$ cat config.mk
export PLATFORM = sky130hd
export DESIGN_NAME = pcie_link_mon
export DESIGN_NICKNAME = d
export VERILOG_FILES = /design/src/rtl/pcie_link_mon_pkg.sv /design/src/rtl/pcie_sync2.sv /design/src/rtl/pcie_link_mon.sv
export SDC_FILE = /design/constraint.sdc
export NUM_CORES = 1
export LEC_CHECK = 0
export ABC_AREA = 0
export CAP_MARGIN = 5
export CELL_PAD_IN_SITES_DETAIL_PLACEMENT = 1
export CELL_PAD_IN_SITES_GLOBAL_PLACEMENT = 2
export CORE_ASPECT_RATIO = 0.6
export CORE_UTILIZATION = 35
export CTS_BUF_LIST = sky130_fd_sc_hd__clkbuf_4
export CTS_CLUSTER_DIAMETER = 80
export DETAILED_ROUTE_END_ITERATION = 8
export PLACE_DENSITY_LB_ADDON = 0.1
export SYNTH_ARGS = -nofsm -noshare
export SYNTH_HDL_FRONTEND = slang
export SYNTH_SLANG_ARGS = --single-unit
$ cat constraint.sdc
create_clock -name pciexp_refclk_i -period 1.8 [get_ports pciexp_refclk_i]
set_clock_uncertainty 0.1 [all_clocks]
set_input_delay 0.36 -clock pciexp_refclk_i [delete_from_list [all_inputs] [get_ports pciexp_refclk_i]]
set_output_delay 0.36 -clock pciexp_refclk_i [all_outputs]
set_load 0.05 [all_outputs]
$ cat src/rtl/pcie_link_mon_pkg.sv
// rtl/pcie_link_mon_pkg.sv - state encodings, default parameters and width helper for the PCIe link monitor
package pcie_link_mon_pkg;

    localparam logic [2:0] ST_WAIT = 3'd0;
    localparam logic [2:0] ST_DEB  = 3'd1;
    localparam logic [2:0] ST_RST  = 3'd2;
    localparam logic [2:0] ST_UP   = 3'd3;
    localparam logic [2:0] ST_TMO  = 3'd4;

    localparam int DEF_DEBOUNCE_CYC  = 16;
    localparam int DEF_USR_RST_CYC   = 64;
    localparam int DEF_TRAIN_TMO_CYC = 1000000;
    localparam int DEF_CNT_W         = 8;

    // Bits needed for a counter running 0..n-1; never narrower than one bit.
    function automatic int cnt_width(input int n);
        return (n < 2) ? 1 : $clog2(n);
    endfunction

endpackage

$ cat src/rtl/pcie_sync2.sv
// rtl/pcie_sync2.sv - two-flop synchronizer with asynchronous active-high reset to a parameterised value
module pcie_sync2 #(
    parameter logic RST_VAL = 1'b0
) (
    input  logic clk,
    input  logic rst,
    input  logic d,
    output logic q
);

    logic meta;

    always_ff @(posedge clk or posedge rst) begin
        if (rst) begin
            meta <= RST_VAL;
            q    <= RST_VAL;
        end else begin
            meta <= d;
            q    <= meta;
        end
    end

endmodule

$ cat src/rtl/pcie_link_mon.sv
// rtl/pcie_link_mon.sv - PCIe link monitor: debounced link_ok, sequenced user reset, training timeout; drop counter under PCIE_LNKMON_CNT_EN
module pcie_link_mon
    import pcie_link_mon_pkg::*;
#(
    parameter int DEBOUNCE_CYC  = DEF_DEBOUNCE_CYC,
    parameter int USR_RST_CYC   = DEF_USR_RST_CYC,
    parameter int TRAIN_TMO_CYC = DEF_TRAIN_TMO_CYC,
    parameter int CNT_W         = DEF_CNT_W
) (
    input  logic             pciexp_refclk_i,
    input  logic             rst_i,
    input  logic             trn_lnk_up_n_i,
    input  logic             module_rdy_i,
    input  logic             usr_rst_req_i,
    output logic             usr_rst_o,
    output logic             link_ok_o,
    output logic             train_tmo_o,
    output logic             sys_reset_req_o,
    output logic [CNT_W-1:0] lnk_down_cnt_o
);

    localparam int DEB_W = cnt_width(DEBOUNCE_CYC);
    localparam int RST_W = cnt_width(USR_RST_CYC);
    localparam int TMO_W = cnt_width(TRAIN_TMO_CYC);

    localparam logic [DEB_W-1:0] DEB_LAST = DEB_W'(DEBOUNCE_CYC - 1);
    localparam logic [RST_W-1:0] RST_LAST = RST_W'(USR_RST_CYC - 1);
    localparam logic [TMO_W-1:0] TMO_LAST = TMO_W'(TRAIN_TMO_CYC - 1);

    logic lnk_n_sync;
    logic rdy_sync;
    logic link_up_s;

    // Both synchronizers come out of reset reporting the link as down.
    pcie_sync2 #(.RST_VAL(1'b1)) u_sync_lnk (
        .clk (pciexp_refclk_i),
        .rst (rst_i),
        .d   (trn_lnk_up_n_i),
        .q   (lnk_n_sync)
    );

    pcie_sync2 #(.RST_VAL(1'b0)) u_sync_rdy (
        .clk (pciexp_refclk_i),
        .rst (rst_i),
        .d   (module_rdy_i),
        .q   (rdy_sync)
    );

    assign link_up_s = ~lnk_n_sync & rdy_sync;

    logic [2:0]       state, state_nxt;
    logic [DEB_W-1:0] deb_cnt, deb_cnt_nxt;
    logic [RST_W-1:0] rst_cnt, rst_cnt_nxt;
    logic [TMO_W-1:0] tmo_cnt, tmo_cnt_nxt;
    logic             tmo_hit;
    logic             tmo_pulse;

    assign tmo_hit = (tmo_cnt == TMO_LAST);

    // tmo_cnt saturates at its terminal value so a long debounce/reset phase cannot wrap it.
    always_comb begin
        state_nxt   = state;
        deb_cnt_nxt = deb_cnt;
        rst_cnt_nxt = rst_cnt;
        tmo_cnt_nxt = tmo_hit ? tmo_cnt : tmo_cnt + 1'b1;
        tmo_pulse   = 1'b0;
        case (state)
            ST_WAIT: begin
                if (link_up_s) begin
                    state_nxt   = ST_DEB;
                    deb_cnt_nxt = '0;
                end else if (tmo_hit) begin
                    state_nxt   = ST_TMO;
                    tmo_cnt_nxt = '0;
                    tmo_pulse   = 1'b1;
                end
            end
            ST_DEB: begin
                if (!link_up_s) begin
                    state_nxt = ST_WAIT;
                end else if (deb_cnt == DEB_LAST) begin
                    state_nxt   = ST_RST;
                    rst_cnt_nxt = '0;
                end else begin
                    deb_cnt_nxt = deb_cnt + 1'b1;
                end
            end
            ST_RST: begin
                if (!link_up_s) begin
                    state_nxt = ST_WAIT;
                end else if (rst_cnt == RST_LAST) begin
                    state_nxt   = ST_UP;
                    tmo_cnt_nxt = '0;
                end else begin
                    rst_cnt_nxt = rst_cnt + 1'b1;
                end
            end
            ST_UP: begin
                tmo_cnt_nxt = '0;
                if (!link_up_s) begin
                    state_nxt = ST_WAIT;
                end else if (usr_rst_req_i) begin
                    state_nxt   = ST_RST;
                    rst_cnt_nxt = '0;
                end
            end
            ST_TMO: begin
                if (link_up_s) begin
                    state_nxt   = ST_DEB;
                    deb_cnt_nxt = '0;
                end else if (tmo_hit) begin
                    tmo_cnt_nxt = '0;
                    tmo_pulse   = 1'b1;
                end
            end
            default: begin
                state_nxt = ST_WAIT;
            end
        endcase
    end

    // Outputs are decoded from the next state so they change on the same edge as the state.
    always_ff @(posedge pciexp_refclk_i or posedge rst_i) begin
        if (rst_i) begin
            state           <= ST_WAIT;
            deb_cnt         <= '0;
            rst_cnt         <= '0;
            tmo_cnt         <= '0;
            usr_rst_o       <= 1'b1;
            link_ok_o       <= 1'b0;
            train_tmo_o     <= 1'b0;
            sys_reset_req_o <= 1'b0;
        end else begin
            state           <= state_nxt;
            deb_cnt         <= deb_cnt_nxt;
            rst_cnt         <= rst_cnt_nxt;
            tmo_cnt         <= tmo_cnt_nxt;
            usr_rst_o       <= (state_nxt != ST_UP);
            link_ok_o       <= (state_nxt == ST_UP);
            sys_reset_req_o <= tmo_pulse;
            if (state_nxt == ST_UP && state != ST_UP) begin
                train_tmo_o <= 1'b0;
            end else if (tmo_pulse) begin
                train_tmo_o <= 1'b1;
            end
        end
    end

`ifdef PCIE_LNKMON_CNT_EN
    logic lnk_drop;

    assign lnk_drop = (state == ST_UP) & ~link_up_s;

    always_ff @(posedge pciexp_refclk_i or posedge rst_i) begin
        if (rst_i) begin
            lnk_down_cnt_o <= '0;
        end else if (lnk_drop && (lnk_down_cnt_o != {CNT_W{1'b1}})) begin
            lnk_down_cnt_o <= lnk_down_cnt_o + 1'b1;
        end
    end
`else
    assign lnk_down_cnt_o = '0;
`endif

endmodule

==> metrics.txt <==
min-delay worst type in -> async; die width 105.0 um; vias in the first global route 2180; Post-Route WL 6.663 mm; top area cells in the synthesized netlist dfrtp_1, o21ai_0, dfstp_2; hold_ws 150.0 ps; Slew Viols, Final 0; Core ar. 6138 um2; Port-buffer cells 8; wire length per cell 17.17 um; htree depth 2; root buffer cell clkbuf_4; post-synthesis area per instance 9.488 um2; drt drc 0; FP Rows 22; worst-skew pair later-pin latency 360 ps; Sink Count 41; ANT nets after route 0; final-report hold violation count 0; antenna cells 0; top cell type's share of synthesized area 42.65%; R2R Path Start tmo_cnt[15]$_DFF_PP0_; layout cells sized above 1 37.83%; Req. time, crit path 1910 ps; yosys warns 0; ys async rst share 100.0%; DR iter-0 viols 47; Yosys cell types 51; Initial Util 36.32%; CP Max Fanout 5; Syn Inst Count 235; Layout Nets 312; top cell type by total area after synthesis dfrtp_1; clk buf depth 2; initial antenna violation count 0; dpl hpwl 4.799 mm; total track usage 21.35%; router iterations before antenna repair 4; kind of end point of the critical path flip-flop; Fin Setup TNS -714.0 ps; Final Setup Violations 19; max cap viols 0; Worst setup SP type flip-flop; r2r endpoint tmo_cnt[2]$_DFF_PP0_; placed instance area 2774 um2; largest net degree at the start of global routing 21; Worst VDD drop 0.0003984 V; CTS tree built; WP data arrival 2030 ps; fin crit period 1915 ps; unrepaired setup endpoints after global routing true; fin crit share 106.4%; Layout Utilization 50.51%; pwr dens 799.8 nW/um2; grt total ovfl 0; Worst R2R Setup Slack -120 ps; register area share after synthesis 46.18%; IO Pins 17; full die area 6704 um2; synthesized cell area 2230 um2; ys flop type dfrtp_1; clock slew at reported path FFs 140 ps; P_leak 1.346 nW; crit path kind reg -> reg; Layout area overhead 39.06%; EDFF count, synth 0; routed via count 2061; Max Freq 522.1 MHz; Final Wtd Congestion 0.7768; Inserted Clock Buffers 5; reg2reg path depth 4; via/cell ratio 5.312; first-pass GRT wire length 11.03 mm; count leader, synth dfrtp_1; Synth Register Bits 41; Final Cell Area 3100 um2; status finished with violations; Die Y 63.83 um; final worst slack -115.3 ps; violated checks negative setup slack; top cells by count, synth dfrtp_1, o21ai_0, nand2_1, nor3_1, nand3_1; CTS Hold Bufs 0
## worst max-delay path by stage
stage	startpoint	endpoint	slack, ps	depth (start not counted)
finish	tmo_cnt[15]$_DFF_PP0_	tmo_cnt[2]$_DFF_PP0_	-120	4
global route	tmo_cnt[15]$_DFF_PP0_	tmo_cnt[2]$_DFF_PP0_	-240	4
CTS	tmo_cnt[15]$_DFF_PP0_	tmo_cnt[19]$_DFF_PP0_	-90	4
detailed placement	usr_rst_req_i	rst_cnt[5]$_DFFE_PP0P_	-220	5
global placement	usr_rst_req_i	rst_cnt[5]$_DFFE_PP0P_	-150	5
floorplan	rst_cnt[0]$_DFFE_PP0P_	tmo_cnt[0]$_DFF_PP0_	3	6
## placed cells by master (no fill, tap or decap), drive strengths merged, types with 8 or more instances in the layout
| cell | count |
|---|---|
| buf | 68 |
| dfrtp | 38 |
| o21ai | 18 |
| nor3 | 15 |
| nand2 | 14 |
| nand3 | 13 |
| inv | 12 |
| nand4 | 10 |
| nor2 | 8 |
| conb | 8 |
| a211oi | 8 |
## power breakdown
| group | internal [mW] | total, mW | switching (mW) |
|---|---|---|---|
| clock network | 0.307 | 0.624 | 0.318 |
| registers | 1.02 | 1.11 | 0.0895 |
| logic | 0.349 | 0.749 | 0.400 |
| total | 1.67 | 2.48 | 0.808 |
## layer usage
layer,GRT usage (%),vias up,part of all wire [%]
met5,0,-,0
met4,3.345,0,0.42
met3,5.102,4,4.3
met2,30.88,37,43
met1,32.48,1027,53
li1,-,993,-
## stage by stage
stage                     instances  power, mW  setup WS [ps]
after floorplan                 242      1.451          3.132
after global routing            388      2.604         -238.3
after CTS                       384      2.396         -93.16
after detailed placement        365      1.696         -219.1
after global placement          365      1.684         -151.9
final                           388      2.480         -115.3
## final cells by class
type                       instances  area (um2)
clock inverter                     2       35.03
multi-input combinational        171        1214
inverter                          12       45.04
sequential                        41        1033
timing repair buffer              72       623.1
clock buffer                       6       45.04
tap                               84       105.1
fill                             691        3038
## state kept, by name, indices dropped and copies added, names as in the netlist, 3 cells and up
name / count
tmo_cnt: 20
rst_cnt: 6
deb_cnt: 4
state: 3
## worst max-delay path, cell delays in order, from the launching register on
cell and delay [ps]:
dfrtp_1 430, nor4b_2 310, and4_1 310, nand3_4 140, a2111oi_1 490
## repair_timing
item / CTS / global route
endpoints found under the setup margin: 23 / 30
hold endpoints to repair: 0 / 0
setup buffers: 11 / 4
gates resized for setup: 13 / 23
pin swaps: 18 / 11
## kinds of logic after synthesis
family,count (synthesis),share of synthesized area (%)
XOR/XNOR,7,2.750
AND/OR/NAND/NOR,96,25.14
adder cells (fa/ha/maj),4,2.245
buffers and inverters,30,6.622
AO/OA/AOI/OAI,55,16.44
multiplexers,1,0.4490
flip-flops,41,46.18
other,1,0.1682
No activity file was read; power rests on OpenSTA's default activity.
